==> config.mk <==
export PLATFORM = sky130hd
export DESIGN_NAME = wash_sequencer
export DESIGN_NICKNAME = d
export VERILOG_FILES = /design/src/rtl/wash_sequencer.sv
export SDC_FILE = /design/constraint.sdc
export NUM_CORES = 1
export LEC_CHECK = 0
export BUFFER_PORTS_ARGS = -buffer_cell sky130_fd_sc_hd__clkbuf_2
export CAP_MARGIN = 40
export CORE_MARGIN = 3
export CORE_UTILIZATION = 30
export CTS_BUF_LIST = sky130_fd_sc_hd__clkbuf_4
export DETAILED_ROUTE_END_ITERATION = 16
export SETUP_SLACK_MARGIN = 0.4
export SLEW_MARGIN = 20
export SYNTH_ARGS = -nofsm -noshare
export SYNTH_HDL_FRONTEND = slang
export SYNTH_SLANG_ARGS = --single-unit
==> constraint.sdc <==
create_clock -name clk -period 2 [get_ports clk]
set_input_delay 0 -clock clk [delete_from_list [all_inputs] [get_ports clk]]
set_output_delay 0 -clock clk [all_outputs]
set_load 0.01 [all_outputs]
==> src/rtl/wash_sequencer.sv <==
// Wash-cycle controller: walks fill/wash/drain/rinse/spin phases driven by the
// wash timer's timeout flags, with lid-open pause/resume and a configurable rinse count.
module wash_sequencer #(
    parameter int RINSES = 1
) (
    input  logic       clk,
    input  logic       R,
    input  logic       start,
    input  logic       lid,
    input  logic [1:0] load,
    input  logic       Td,
    input  logic       Tf,
    input  logic       Tr,
    input  logic       Ts,
    input  logic       Tw,
    output logic       R_timer,
    output logic [1:0] load_t,
    output logic       fill_valve,
    output logic       drain_valve,
    output logic       agitate,
    output logic       spin,
    output logic       lock,
    output logic       done,
    output logic       err,
    output logic [3:0] state
);

    typedef enum logic [3:0] {
        S_IDLE  = 4'd0,
        S_FILL  = 4'd1,
        S_WASH  = 4'd2,
        S_DRAIN = 4'd3,
        S_RFILL = 4'd4,
        S_RINSE = 4'd5,
        S_SPIN  = 4'd6,
        S_DONE  = 4'd7,
        S_PAUSE = 4'd8
    } state_t;

    state_t     cur, nxt, saved, saved_nxt;
    logic [1:0] load_q, load_nxt;
    logic [1:0] rinse_cnt, rinse_nxt;
    logic       active;
    logic       err_raw;

    always_ff @(posedge clk or posedge R) begin
        if (R) begin
            cur       <= S_IDLE;
            saved     <= S_IDLE;
            load_q    <= 2'b00;
            rinse_cnt <= 2'd0;
        end else begin
            cur       <= nxt;
            saved     <= saved_nxt;
            load_q    <= load_nxt;
            rinse_cnt <= rinse_nxt;
        end
    end

    assign active = (cur == S_FILL) || (cur == S_WASH) || (cur == S_DRAIN) ||
                    (cur == S_RFILL) || (cur == S_RINSE) || (cur == S_SPIN);

    always_comb begin
        nxt       = cur;
        saved_nxt = saved;
        load_nxt  = load_q;
        rinse_nxt = rinse_cnt;
        err_raw   = 1'b0;
        // Lid wins over any same-cycle timer flag; the interrupted phase restarts on resume.
        if (active && lid) begin
            nxt       = S_PAUSE;
            saved_nxt = cur;
        end else begin
            case (cur)
                S_IDLE: begin
                    if (start) begin
                        if (load == 2'b11) begin
                            err_raw = 1'b1;
                        end else if (!lid) begin
                            nxt       = S_FILL;
                            load_nxt  = load;
                            rinse_nxt = 2'(RINSES);
                        end
                    end
                end
                S_FILL:  if (Tf) nxt = S_WASH;
                S_WASH:  if (Tw) nxt = S_DRAIN;
                S_DRAIN: if (Td) nxt = (rinse_cnt != 2'd0) ? S_RFILL : S_SPIN;
                S_RFILL: if (Tf) nxt = S_RINSE;
                S_RINSE: begin
                    if (Tr) begin
                        nxt       = S_DRAIN;
                        rinse_nxt = rinse_cnt - 2'd1;
                    end
                end
                S_SPIN:  if (Ts) nxt = S_DONE;
                S_DONE:  if (!start) nxt = S_IDLE;
                S_PAUSE: if (!lid) nxt = saved;
                default: nxt = S_IDLE;
            endcase
        end
    end

    // Timer held clear while idle/paused and on every state change, so each phase counts from 0.
    assign R_timer     = (cur == S_IDLE) || (cur == S_DONE) || (cur == S_PAUSE) || (nxt != cur);
    assign err         = err_raw && !R;
    assign load_t      = load_q;
    assign fill_valve  = (cur == S_FILL) || (cur == S_RFILL);
    assign agitate     = (cur == S_WASH) || (cur == S_RINSE);
    assign drain_valve = (cur == S_DRAIN) || (cur == S_SPIN);
    assign spin        = (cur == S_SPIN);
    assign done        = (cur == S_DONE);
    assign lock        = active;
    assign state       = cur;

endmodule

* Word level (Yosys, flattened, before mapping)
Cells that the tools add are included.
** Word-level totals
- Flip-flop bits (word level) :: 12
- Input port bits :: 11
- Word-level logic and storage cells :: 64
** Cells by class
- Reductions and logical operators :: 19
- Multiplexer cells :: 23
- $add $sub $neg :: 1
- Bitwise operators :: 3
- Equality and inequality tests :: 14
** Operators with widths (number)
- 4-bit two-way mux :: 12
- 4-bit case mux with 9 select lines :: 1
- 4-bit by 3-bit equality test with 1-bit output, second input constant :: 4
- 1-bit logical OR :: 11
- 2-bit two-way mux :: 5
- 4-bit by 2-bit equality test with 1-bit output, second input constant :: 2
- 2-bit != test, second input constant :: 4
- 6-bit AND reduction :: 1
- 5-bit AND reduction :: 1
- 4-bit by 1-bit equality test with 1-bit output, second input constant :: 1
- 4-bit equality test, second input constant :: 1
- 4-bit zero test :: 1
- 1-bit two-way mux :: 4
- 4-bit != test :: 1
- 2-bit case mux with 2 select lines :: 1
- 2-bit nonzero test :: 2
- 1-bit NOT :: 3
- 2-bit equality test, second input constant :: 1
- 1-bit logical AND :: 2
- 2-bit by 1-bit subtractor with 2-bit output, second input constant :: 1
- 1-bit zero test :: 1

* Logic depth before layout (Yosys ltp)
- Depth in word-level cells :: 10
- Depth in mapped cells :: 7

* Worst setup path after synthesis
OpenSTA, ideal clock, no wires.
- Path kind :: flip-flop to flip-flop
- Start point :: register cur[2], in the netlist state[2]
- End point :: register rinse_cnt[1]
- Cell stages (with the launch flop) :: 7
- Period minus slack after synthesis :: 1.714 ns
- Arrival :: 1.593 ns
- Setup slack :: 0.286 ns
- Library setup time :: 0.121 ns
- Data required time :: 1.879 ns
- Path through :: dfrtp_1 > buf_6 > and2_4 > a211o_1 > and4_1 > and4_4 > a22o_1
** Between the ends
- Cells in the longest elaborated chain, start to end :: 9
- Elaborated cells between the ends (all ways) :: 21
- Those cells by class :: eq/ne (10); mux (1); bitwise (1); reduce/logical (9)
** RTL lines
- start: declaration :: RTL line 40 : state_t cur, nxt, saved, saved_nxt;
- start signal: assignment :: RTL line 53 : cur <= nxt;
- 4-bit by 1-bit equality test with 1-bit output or 4-bit by 2-bit equality test with 1-bit output (tied branches) :: RTL line 60 : assign active = (cur == S_FILL) || (cur == S_WASH) || (cur == S_DRAIN) ||
- 1-bit logical OR (3 in series) :: RTL line 60
- 1-bit logical OR (2 in series) :: RTL line 61 : (cur == S_RFILL) || (cur == S_RINSE) || (cur == S_SPIN);
- 1-bit logical AND :: RTL line 70 : if (active && lid) begin
- 1-bit NOT (no source line)
- 6-bit AND reduction (no source line)
- end signal: assignment :: RTL line 56 : rinse_cnt <= rinse_nxt;
- end: declaration :: RTL line 42 : logic [1:0] rinse_cnt, rinse_nxt;
Several ways; a longest one is shown, not always the timed one.
A chain may end at the register's enable or synchronous reset.

* Worst setup path in the final report
- Start point :: register cur[2], in the netlist state[2]
- End point :: output port R_timer
** Between the ends
- Cells in the longest elaborated chain, start to end :: 10
- Elaborated cells between the ends (all ways) :: 32
- Those cells by class :: eq/ne (9); mux (13); reduce/logical (10)
** RTL lines
- parallel branches: the longest is 9 deep, another holds 4-bit case mux with 9 select lines
- 1-bit logical OR * :: RTL line 105 : assign R_timer = (cur == S_IDLE) || (cur == S_DONE) || (cur == S_PAUSE) || (nxt != cur);
- end: declaration :: RTL line 16 : output logic R_timer,
Mark *: on every way between the ends.

==> results.yml <==
pwr:
  finalPower_mw: 1.579
  p_per_area_mw_per_mm2: 1143
  power_frac_seq_pct: 26.6
  combPwrFrac_pct: 63.7
  pwr-share-clk_pct: 9.6
  ir_drop_mv: 0.5733
  power.switching_uw: 667.7
  p_int_uw: 911.6
  sw_frac_of_total_pct: 42.28
  power_leakage_nw: 0.6590
logic_synthesis:
  synth_seq_area_share_pct: 32.97
  synth-seq-cells: 12
  synth_warnings: 0
  synthCells: 104
  syn_nets: 116
  synth_area_um2: 910.9
  synth_cell_types: 40
  postSynthAreaPerCell_um2: 8.758
sta:
  report.final.slew_viol_count: 0
  tightest_slew_ps: 335.7
  min_period_ps: 1987
  finalCritPeriodShare_pct: 99.34
  grt_setup_unrepaired: "yes"
  report.final.setup_viol: 0
  worst_slack_ps: 13.27
  final.setup_skew_ps: 7.999
  finalHoldViolations: 0
  max_freq_mhz: 503.3
  relSlewSlack_pct: 77.48
route:
  drc: 0
  drt_wl_total_mm: 2.860
  wl_per_cell_um: 15.38
  dr.pass1.iters: 4
  via_per_inst: 5.435
  vias: 1011
  drt_first_iter_violations: 33
  ant_nets: 0
die:
  pin_count: 25
  die_h_um: 61.10
  fp-row-count: 19
  initial_core_util_pct: 32.20
  dieWidth_um: 61.10
  die-area_mm2: 0.003733
  core_mm2: 0.002829
setup_path:
  worstPathArrival_ps: 1990
  cp_max_fo: 6
  crit_type: "reg -> out"
  critical_path_required_ps: 2000
  endpoint_kind: "output port"
  cp-start-kind: "flop"
cts:
  clk_pin_slew_ps: 80
  h-tree-depth: 1
  cts_tree: "built"
  clk_path_buf_depth: 2
  cts.sinks: 12
  cts_buffers: 3
  cts-root-buf: "clkbuf_4"
  clock_latency_ps: 280
placed_design:
  dp_worst_setup_slack_ps: 130.4
  gp_congestion: 0.8697
  dpl_cell_area_mm2: 0.001107
  port-buffer-count: 24
  dpl.hpwl_mm: 1.861
layout:
  finalInstanceArea_mm2: 0.001381
  area_growth_pct: 51.65
  diodes: 0
  final_common_cell: "clkbuf_2"
  drive_above_1_share_pct: 47.74
  num-nets-final: 169
  layout_common_cells: "21 x clkbuf_2, 18 x buf_4, 8 x dfrtp_1, 8 x buf_6"
  nFillCells: 249
grt:
  grt_max_degree: 14
  grt_pass1_wl_mm: 4.278
  antenna_found_initial: 0
  gr-total-overflow: 0
  grt_pass1_vias: 917
  grtUsageTotal_pct: 15.49
status:
  status: "finished, final reports clean"
job:
  cap_violations: 0
min_path:
  hp-class: "in -> reg"
## path summary, 6_finish.rpt
check,startpoint,to,slack [ps],cells after the start
max,state[2],R_timer,10,7
min,Tr,rinse_cnt[0],170,3
max reg2reg,state[2],rinse_cnt[1],170,7
min reg2reg,saved[0],saved[0],490,2
max in group asynchronous,R,state[3],1580,4
min in group asynchronous,R,saved[0],240,4
## kinds of logic after synthesis
family | after synthesis | synth area share [%]
AO/OA/AOI/OAI | 26 | 19.92
XOR/XNOR | 1 | 0.9617
adder cells (fa/ha/maj) | 1 | 1.373
buffers and inverters | 13 | 6.593
flip-flops | 12 | 32.97
multiplexers | 9 | 10.58
AND/OR/NAND/NOR | 42 | 27.61
## synthesized netlist by cell type (all sizes together)
master | count | area, um2
dfrtp | 12 | 300.3
nor2 | 9 | 33.78
inv | 8 | 30.03
o21ai | 8 | 40.04
mux2 | 5 | 56.30
nand2 | 5 | 18.77
a21o | 4 | 30.03
a21oi | 4 | 20.02
buf | 4 | 26.27
mux2i | 4 | 40.04
nand3b | 4 | 30.03
nor2b | 4 | 25.02
nor3 | 4 | 25.02
nand2b | 3 | 18.77
a211o | 2 | 17.52
and2 | 2 | 15.02
and4 | 2 | 20.02
nand4 | 2 | 12.51
o211ai | 2 | 15.01
a2111oi | 1 | 15.01
a211oi | 1 | 7.510
a22o | 1 | 8.760
a311oi | 1 | 8.760
a41oi | 1 | 8.760
and3 | 1 | 11.26
and4b | 1 | 10.01
clkbuf | 1 | 3.750
ha | 1 | 12.51
nand3 | 1 | 5.000
nor3b | 1 | 7.510
nor4 | 1 | 6.260
o32a | 1 | 10.01
or2 | 1 | 6.260
or3 | 1 | 6.260
xnor2 | 1 | 8.760
## cell type report
class | instances | area, um2 | share of cell area, %
repair buffers | 53 | 375.4 | 27.17
flip-flops and latches | 12 | 305.3 | 22.10
well taps | 31 | 38.79 | 2.808
inverters | 8 | 30.03 | 2.174
clock buffers | 3 | 22.52 | 1.630
multi-input cells | 79 | 609.3 | 44.11
## through the flow
| stage | utilization (%) | setup TNS, ps | std cells | hold slack, ps |
|---|---|---|---|---|
| floorplan | - | 0 | 104 | -126.9 |
| global placement | 39.14 | 0 | 163 | -20.07 |
| detailed placement | 39.14 | 0 | 163 | -13.81 |
| CTS | 44.32 | 0 | 178 | 160.7 |
| global route | 48.83 | -58.93 | 186 | 173.0 |
| finish | 48.83 | 0 | 186 | 167.8 |
## critical path, stage by stage, from the launching register on
cell and delay, ps:
dfrtp_2 440, buf_6 130, nor3_4 40, and3_4 190, a211o_1 310, a2111oi_2 290, o211ai_1 140, buf_2 160
## flip-flops by register name, summed over array words and instances, names as in the netlist
name and flops:
saved 4, state 4, load_t 2, rinse_cnt 2
## power groups by stage
| stage | clock (mW) | sequential, mW | combinational, mW |
|---|---|---|---|
| 2_1_floorplan | 0 | 0.396 | 0.476 |
| 3_3_place_gp | 0 | 0.421 | 0.719 |
| 3_5_place_dp | 0 | 0.420 | 0.729 |
| 4_1_cts | 0.157 | 0.404 | 0.840 |
| 5_1_grt | 0.174 | 0.429 | 1.10 |
| 6_report | 0.152 | 0.420 | 1.01 |
## layer usage
| layer | track usage [%] | wire, um | vias up |
|---|---|---|---|
| li1 | - | - | 487 |
| met1 | 20.80 | 1213 | 474 |
| met3 | 2.516 | 175 | 8 |
| met2 | 24.02 | 1417 | 42 |
| met4 | 7.740 | 54 | 0 |
| met5 | 0 | 0 | - |
## timing repair
action / CTS / global route
pin swaps: 0 / 6
resized for setup: 8 / 25
setup buffers: 9 / 8
endpoints found under the hold margin: 14 / 0
hold buffers: 3 / 0
setup endpoints to repair: 10 / 9
No activity file was read; power rests on OpenSTA's default activity.
